===== src/rtl/pulse_generator_pkg.sv =====
`default_nettype none
// ============================================================================
//  Module      : pulse_generator_pkg
//  Description : Shared state codes and the idle-level helper for the
//                trigger-to-pulse converter.
//  Revision    : 1.0 - initial release
// ============================================================================
package pulse_generator_pkg;

    localparam int unsigned c_STATE_BITS = 2;

    localparam logic [c_STATE_BITS-1:0] c_ST_IDLE   = 2'd0;
    localparam logic [c_STATE_BITS-1:0] c_ST_ACTIVE = 2'd1;
    localparam logic [c_STATE_BITS-1:0] c_ST_GAP    = 2'd2;

    // Output level while no pulse is being driven.
    function automatic logic inactive_level(input bit active_high);
        return ~active_high;
    endfunction

endpackage
`default_nettype wire


===== src/rtl/pulse_generator_sat_updown_counter.sv =====
`default_nettype none
// ============================================================================
//  Module      : sat_updown_counter
//  Description : Saturating up/down counter holding the number of queued
//                triggers. Simultaneous inc and dec cancel out; an inc at
//                the maximum is dropped and flagged for one cycle.
//  Revision    : 1.0 - initial release
// ============================================================================
module sat_updown_counter #(
    parameter int p_BITS = 2
) (
    input  logic              i_clk,
    input  logic              i_reset,
    input  logic              i_inc,
    input  logic              i_dec,
    output logic [p_BITS-1:0] o_count,
    output logic              o_overflow
);

    localparam logic [p_BITS-1:0] c_MAX = '1;
    localparam logic [p_BITS-1:0] c_ONE = p_BITS'(1);

    logic [p_BITS-1:0] r_count;
    logic              r_overflow;
    logic              w_up;
    logic              w_down;
    logic              w_drop;

    // Decode net direction; a lone inc at the maximum becomes a drop.
    always_comb begin
        w_up   = i_inc & ~i_dec & (r_count != c_MAX);
        w_down = i_dec & ~i_inc & (r_count != '0);
        w_drop = i_inc & ~i_dec & (r_count == c_MAX);
    end

    // Count register and registered overflow strobe.
    always_ff @(posedge i_clk or posedge i_reset) begin
        if (i_reset) begin
            r_count    <= '0;
            r_overflow <= 1'b0;
        end else begin
            r_overflow <= w_drop;
            if (w_up) begin
                r_count <= r_count + c_ONE;
            end else if (w_down) begin
                r_count <= r_count - c_ONE;
            end
        end
    end

    assign o_count    = r_count;
    assign o_overflow = r_overflow;

endmodule
`default_nettype wire


===== src/rtl/pulse_generator.sv =====
`default_nettype none
// ============================================================================
//  Module      : pulse_generator
//  Description : Turns single-cycle trigger events into level pulses of
//                programmable width and polarity, separated by a minimum
//                gap. Triggers arriving while busy are queued.
//  Revision    : 1.0 - initial release
// ============================================================================
module pulse_generator #(
    parameter int p_WIDTH_BITS  = 8,
    parameter int p_QUEUE_BITS  = 2,
    parameter int p_ACTIVE_HIGH = 1
) (
    input  logic                    i_clk,
    input  logic                    i_reset,
    input  logic                    i_trigger,
    input  logic [p_WIDTH_BITS-1:0] i_width,
    input  logic [p_WIDTH_BITS-1:0] i_gap,
    output logic                    o_pulse,
    output logic                    o_busy,
    output logic [p_QUEUE_BITS-1:0] o_pending,
    output logic                    o_overflow
);

    import pulse_generator_pkg::*;

    localparam logic                    c_IDLE_LEVEL = inactive_level(p_ACTIVE_HIGH != 0);
    localparam logic [p_WIDTH_BITS-1:0] c_TIMER_ONE  = p_WIDTH_BITS'(1);

    logic [c_STATE_BITS-1:0] r_state;
    logic [c_STATE_BITS-1:0] w_state_next;
    logic [p_WIDTH_BITS-1:0] r_timer;
    logic [p_WIDTH_BITS-1:0] w_timer_next;
    logic [p_WIDTH_BITS-1:0] r_gap_len;
    logic [p_WIDTH_BITS-1:0] w_gap_len_next;
    logic [p_WIDTH_BITS-1:0] w_width_load;
    logic [p_WIDTH_BITS-1:0] w_gap_load;
    logic [p_QUEUE_BITS-1:0] w_pending;
    logic                    r_pulse;
    logic                    w_pulse_next;
    logic                    r_busy;
    logic                    w_busy_next;
    logic                    w_inc;
    logic                    w_dec;
    logic                    w_start;
    logic                    w_timer_done;

    // Timer reload values are length minus one; a programmed 0 acts as 1.
    always_comb begin
        w_width_load = (i_width == '0) ? '0 : (i_width - c_TIMER_ONE);
        w_gap_load   = (i_gap   == '0) ? '0 : (i_gap   - c_TIMER_ONE);
        w_timer_done = (r_timer == '0);
    end

    // Next-state, shared timer and queue control for IDLE/ACTIVE/GAP.
    always_comb begin
        w_state_next   = r_state;
        w_timer_next   = r_timer;
        w_gap_len_next = r_gap_len;
        w_pulse_next   = r_pulse;
        w_busy_next    = r_busy;
        w_inc          = 1'b0;
        w_dec          = 1'b0;
        w_start        = 1'b0;

        case (r_state)
            c_ST_IDLE: begin
                w_start = i_trigger;
            end
            c_ST_ACTIVE: begin
                w_inc = i_trigger;
                if (w_timer_done) begin
                    w_state_next = c_ST_GAP;
                    w_timer_next = r_gap_len;
                    w_pulse_next = c_IDLE_LEVEL;
                end else begin
                    w_timer_next = r_timer - c_TIMER_ONE;
                end
            end
            c_ST_GAP: begin
                if (!w_timer_done) begin
                    w_inc        = i_trigger;
                    w_timer_next = r_timer - c_TIMER_ONE;
                end else if (w_pending != '0) begin
                    // Serve the queue; a concurrent trigger takes the freed slot.
                    w_dec   = 1'b1;
                    w_inc   = i_trigger;
                    w_start = 1'b1;
                end else if (i_trigger) begin
                    w_start = 1'b1;
                end else begin
                    w_state_next = c_ST_IDLE;
                    w_busy_next  = 1'b0;
                end
            end
            default: begin
                w_state_next = c_ST_IDLE;
                w_timer_next = '0;
                w_pulse_next = c_IDLE_LEVEL;
                w_busy_next  = 1'b0;
            end
        endcase

        // Starting a pulse samples fresh width/gap settings.
        if (w_start) begin
            w_state_next   = c_ST_ACTIVE;
            w_timer_next   = w_width_load;
            w_gap_len_next = w_gap_load;
            w_pulse_next   = ~c_IDLE_LEVEL;
            w_busy_next    = 1'b1;
        end
    end

    // State, timer and registered outputs.
    always_ff @(posedge i_clk or posedge i_reset) begin
        if (i_reset) begin
            r_state   <= c_ST_IDLE;
            r_timer   <= '0;
            r_gap_len <= '0;
            r_pulse   <= c_IDLE_LEVEL;
            r_busy    <= 1'b0;
        end else begin
            r_state   <= w_state_next;
            r_timer   <= w_timer_next;
            r_gap_len <= w_gap_len_next;
            r_pulse   <= w_pulse_next;
            r_busy    <= w_busy_next;
        end
    end

    sat_updown_counter #(
        .p_BITS (p_QUEUE_BITS)
    ) u_pending (
        .i_clk      (i_clk),
        .i_reset    (i_reset),
        .i_inc      (w_inc),
        .i_dec      (w_dec),
        .o_count    (w_pending),
        .o_overflow (o_overflow)
    );

    assign o_pulse   = r_pulse;
    assign o_busy    = r_busy;
    assign o_pending = w_pending;

endmodule
`default_nettype wire


===== config.mk =====
export PLATFORM = sky130hd
export DESIGN_NAME = pulse_generator
export DESIGN_NICKNAME = d
export VERILOG_FILES = /design/src/rtl/pulse_generator_pkg.sv /design/src/rtl/pulse_generator_sat_updown_counter.sv /design/src/rtl/pulse_generator.sv
export SDC_FILE = /design/constraint.sdc
export NUM_CORES = 1
export LEC_CHECK = 0
export ABC_AREA = 0
export CORE_ASPECT_RATIO = 1.75
export CORE_MARGIN = 8
export CORE_UTILIZATION = 38
export DETAILED_ROUTE_END_ITERATION = 7
export DONT_BUFFER_PORTS = 1
export SLEW_MARGIN = 15
export SYNTH_ARGS = -nofsm -noshare
export SYNTH_HDL_FRONTEND = slang
export SYNTH_SLANG_ARGS = --single-unit
export TNS_END_PERCENT = 100

===== constraint.sdc =====
create_clock -name i_clk -period 2.6 [get_ports i_clk]
set_clock_uncertainty 0.1 [all_clocks]
set_input_delay 0.39 -clock i_clk [delete_from_list [all_inputs] [get_ports i_clk]]
set_output_delay 0.39 -clock i_clk [all_outputs]
set_load 0.005 [all_outputs]

==> run metrics, run 1 <==
dpl ws=0.2710 ns; Avg Inst Size Synth=8.307 um^2; Net Sw Power=0.9245 mW; critical path's slowest cell=or4_1; Final Hold Viols=0; die width=66.61 um; # resized after CTS=0; CP delay by family, top=simple AND/OR/NAND/NOR gates; Core Region=0.004364 mm^2; Pre-antenna DRT Iters=4; CTS Hold Buffers Added=0; Clk pwr share=11.4%; slowest stage delay, CP=0.76 ns; worst-path fanout max=11; Arr. time, crit path=2.40 ns; Non-Filler Instances=254; top-count cell post-synth=nand2_1; Final Cell Area=0.001773 mm^2; Min Clock Period, post-route=2.353 ns; Synth Register Bits=23; Port Buffers=0; CTS tree=yes; syn_nets=231; final WL=3877 um; Detail Route Antenna Nets=0; dpl hpwl=3147 um; initial antenna violation count=0; Chip Height=104.6 um; EDFF count, synth=0; Synth Instances=205; setup TNS=0 ns; Relative slew margins=41.79%; status=finished clean; Tcrit/Tclk final=90.48%; Num CTS Buffers=3; final setup vio count=0; Startpoint Class=flop; FILL cells=460; number of vias in the routed layout=1435; drt drc=0; internal power=1.096 mW; global-route wire length before repair=6651 um; Worst Max-Slew Pin Slew=0.8723 ns; RSZ-0062 raised after global routing=false; diode count=0; post-route setup slack=0.2474 ns; area leader, netlist=dfrtp_1; required time of the critical path=2.65 ns; CTS H-tree lvls=1; vias per cell=5.650; power per cell area=1139 mW/mm^2; num rows=32; area grow syn2layout=4.115%; layout cells sized above 1=8.867%; register share of total power=33.9%; Slew Limit Fails=0; Root Buffer=clkbuf_8; Worst-path clk slew=0.09 ns; maximum VDD drop=0.0005827 V; gr ovfl total=0; combinational power share=54.8%; Max-cap violations=0; Syn. warnings=0; r2r setup slk=0.25 ns; clk buf depth=2; Design Power=2.020 mW; Sink Count=23; Worst Setup End Kind=flop; Skew-Pair Late Insertion Delay=0.27 ns; Cell Area, Placed=0.001727 mm^2; Synth area leaders=dfrtp_1 (34%), nand2_1 (5.7%), o21ai_0 (5.3%); 1st-iter DRT viols=20; Hold Path Class=input pin to async pin; Buf+Inv Stages, Crit Path=0; Starting Density=39.02%; I/O pins=24; GRT Resource Usage Total=11.76%; Die ar.=0.006964 mm^2; post-synthesis cell area=0.001703 mm^2; switching share of total power=45.77%; RD Place Congestion=0.8180; sequential share of the synthesized area=33.80%; Synth Flop Type=dfrtp_1; crit path kind=flop to flop; critical-path cell list=or4_1 > o21ai_2 > nand2_1 > o21ai_0 > o22ai_1; most frequent cells after synthesis=nand2_1 (26), dfrtp_1 (23), nor2_1 (18), o21ai_0 (18); largest net degree at the start of global routing=24; Post CTS Setup Buffer Count=0; Async SR Flop Fraction=100.0%; WL/cell=15.26 um; Nets=230; Synth cell types=45; share of Yosys cell area claimed by the top area cell type=33.80%; vias in the first global route=1449; fmax=425.1 MHz; Leak=0.7482 nW; Inst Count DP=250
cell families after synthesis:
group,after synthesis,share of synthesized area (%)
buffers and inverters,20,5.878
flip-flops,23,33.80
XOR/XNOR,12,6.172
multiplexers,1,0.5878
adder cells (fa/ha/maj),7,5.143
AND/OR/NAND/NOR,81,24.25
AO/OA/AOI/OAI,61,24.17
flip-flops by register name, indices dropped and copies added, names as in the netlist:
name	flops
r_gap_len	8
r_timer	8
r_state	2
u_pending.o_count	2
o_pulse	1
u_pending.o_overflow	1
o_busy	1
cells in the final DEF (no fill, tap or decap), types with 5 or more instances in the layout:
cell | netlist | routed
nand2_1 | 26 | 26
dfrtp_1 | 23 | 23
nor2_1 | 18 | 18
o21ai_0 | 18 | 18
inv_1 | 12 | 12
a31oi_1 | 12 | 12
xnor2_1 | 7 | 7
a21oi_1 | 7 | 7
o31ai_1 | 7 | 7
ha_1 | 7 | 7
nor3_1 | 6 | 6
and3_1 | 5 | 5
or3_1 | 5 | 5
xor2_1 | 5 | 5
per-stage QoR:
step / utilization (%) / hold WS (ns)
final: 40.63 / 0.08510
after global routing: 40.63 / 0.1223
after CTS: 40.63 / 0.1168
after detailed placement: 39.56 / 0.3622
after global placement: 39.56 / 0.3559
after floorplan: - / 0.2919
power groups by stage:
stage	registers, mW	logic, mW	clock network [mW]
2_1_floorplan	0.650	0.953	0
3_3_place_gp	0.687	1.11	0
3_5_place_dp	0.694	1.11	0
4_1_cts	0.686	1.11	0.234
5_1_grt	0.710	1.26	0.251
6_report	0.684	1.11	0.229
metal layers:
layer	track usage (%)	routed length, um	vias up
met3	2.032	134	6
met5	0	0	-
met1	11.47	1410	670
met4	6.144	131	0
li1	-	-	728
met2	21.86	2200	31
worst paths after layout:
kind | from | to | cells after the start
max | r_timer[3] | r_timer[2] | 5
max in group asynchronous | i_reset | r_timer[6] | 1
min reg2reg | r_gap_len[7] | r_gap_len[7] | 2
max reg2reg | r_timer[3] | r_timer[2] | 5
min in group i_clk | i_gap[0] | r_gap_len[0] | 1
min | i_reset | r_timer[2] | 1
cell type report:
type | instances | area, um^2 | share of cell area [%]
repair buffers | 2 | 15.01 | 0.8469
clock inverters | 1 | 5.005 | 0.2823
inverters | 12 | 45.04 | 2.541
flip-flops and latches | 23 | 575.6 | 32.46
multi-input cells | 162 | 1027 | 57.94
clock buffers | 3 | 41.29 | 2.329
well taps | 51 | 63.81 | 3.599
No activity file was read; power rests on OpenSTA's default activity.
==> inputs of run 2 (changes only) <==
--- a/config.mk
+++ b/config.mk
@@ -8,2 +8,3 @@
 export ABC_AREA = 0
+export CAP_MARGIN = 20
 export CORE_ASPECT_RATIO = 1.75
--- a/constraint.sdc
+++ b/constraint.sdc
@@ -4,2 +4,2 @@
 set_output_delay 0.39 -clock i_clk [all_outputs]
-set_load 0.005 [all_outputs]
+set_load 0.01 [all_outputs]
==> run metrics, run 2 (same netlist as run 1, synthesis figures left out) <==
gr ovfl total=0; num rows=32; Slew Limit Fails=0; fmax=415.7 MHz; vias per cell=5.717; WL/cell=15.80 um; initial antenna violation count=0; power per cell area=1159 mW/mm^2; Inst Count DP=250; Relative slew margins=41.71%; global-route wire length before repair=7024 um; Num CTS Buffers=3; RD Place Congestion=0.8219; Detail Route Antenna Nets=0; Max-cap violations=0; Root Buffer=clkbuf_8; Startpoint Class=flop; Worst-path clk slew=0.08 ns; # resized after CTS=0; Arr. time, crit path=2.46 ns; die width=66.61 um; final setup vio count=0; post-layout util=40.60%; dpl hpwl=3217 um; Skew-Pair Late Insertion Delay=0.27 ns; number of vias in the routed layout=1452; CTS H-tree lvls=1; drt drc=0; Worst Setup End Kind=flop; I/O pins=24; Leak=0.7455 nW; Sink Count=23; Min Clock Period, post-route=2.406 ns; leading cell types in the layout, fill and taps excluded=nand2_1 (26), dfrtp_1 (23), nor2_1 (18); Hold WS=0.07989 ns; largest net degree at the start of global routing=24; required time of the critical path=2.65 ns; 1st-iter DRT viols=24; Non-Filler Instances=254; Final Hold Viols=0; Die ar.=0.006964 mm^2; slowest stage delay, CP=0.58 ns; Worst Max-Slew Pin Slew=0.8733 ns; Chip Height=104.6 um; top flop regs=r_gap_len (8), r_timer (8); Core Region=0.004364 mm^2; final WL=4014 um; Port Buffers=0; critical path's slowest cell=or4bb_1; CTS Hold Buffers Added=0; clk buf depth=2; maximum VDD drop=0.0006566 V; Hold Path Class=input pin to async pin; critical-path cell list=inv_1 > ha_1 > or4bb_1 > o21ai_2 > nand2_1 > o21ai_1 > o22ai_1; crit path kind=flop to flop; diode count=0; vias in the first global route=1507; worst-path fanout max=11; most common cell after layout, fill and taps aside=nand2_1; Nets=230; Post CTS Setup Buffer Count=0; setup TNS=0 ns; GRT Resource Usage Total=12.71%; area grow syn2layout=4.041%; RSZ-0062 raised after global routing=false; Tcrit/Tclk final=92.53%; Starting Density=39.02%; Pre-antenna DRT Iters=4; layout cells sized above 1=8.374%; CTS tree=yes; status=finished clean
-- run 2: metrics by stage --
step / instance area, um^2 / setup WS, ns / power [mW]
after CTS: 1772 / 0.05944 / 2.067
after detailed placement: 1727 / 0.07314 / 1.831
after global routing: 1772 / 0.03996 / 2.271
after floorplan: 1703 / 0.3215 / 1.616
after global placement: 1727 / 0.1135 / 1.814
final: 1772 / 0.1943 / 2.054
-- run 2: final timing paths --
| path | from | end | slack [ns] | cells past startpoint |
|---|---|---|---|---|
| min | i_reset | r_gap_len[6] | 0.08 | 1 |
| max | r_state[0] | r_timer[2] | 0.19 | 7 |
| min reg2reg | r_gap_len[7] | r_gap_len[7] | 0.37 | 2 |
| max in group asynchronous | i_reset | r_timer[6] | 1.78 | 1 |
| min in group i_clk | i_gap[0] | r_gap_len[0] | 0.11 | 1 |
| max reg2reg | r_state[0] | r_timer[2] | 0.19 | 7 |
-- run 2: area by class of cell --
cell class	count	area [um^2]
multi-input combinational	162	1027
fill	464	2592
sequential	23	575.6
timing repair buffer	2	15.01
inverter	12	45.04
clock buffer	4	45.04
tap	51	63.81
-- run 2: critical path: cells and delay by family (launching register included) --
kind / cells / cell delay, ns
AO/OA/AOI/OAI: 3 / 0.63
AND/OR/NAND/NOR: 2 / 0.86
flip-flops: 1 / 0.41
buffers and inverters: 1 / 0.11
adder cells (fa/ha/maj): 1 / 0.18
-- run 2: power breakdown --
part	internal, mW	switching [mW]	total (mW)
Clock	0.110	0.122	0.232
Sequential	0.530	0.165	0.695
Combinational	0.460	0.668	1.13
Total	1.10	0.955	2.05
-- run 2: layer usage --
layer / GRT usage [%] / vias up / share of wire [%]
met3: 1.818 / 11 / 2.9
met5: 0 / - / 0
met4: 8.295 / 0 / 4.7
li1: - / 726 / -
met1: 13.40 / 686 / 37
met2: 22.06 / 29 / 56
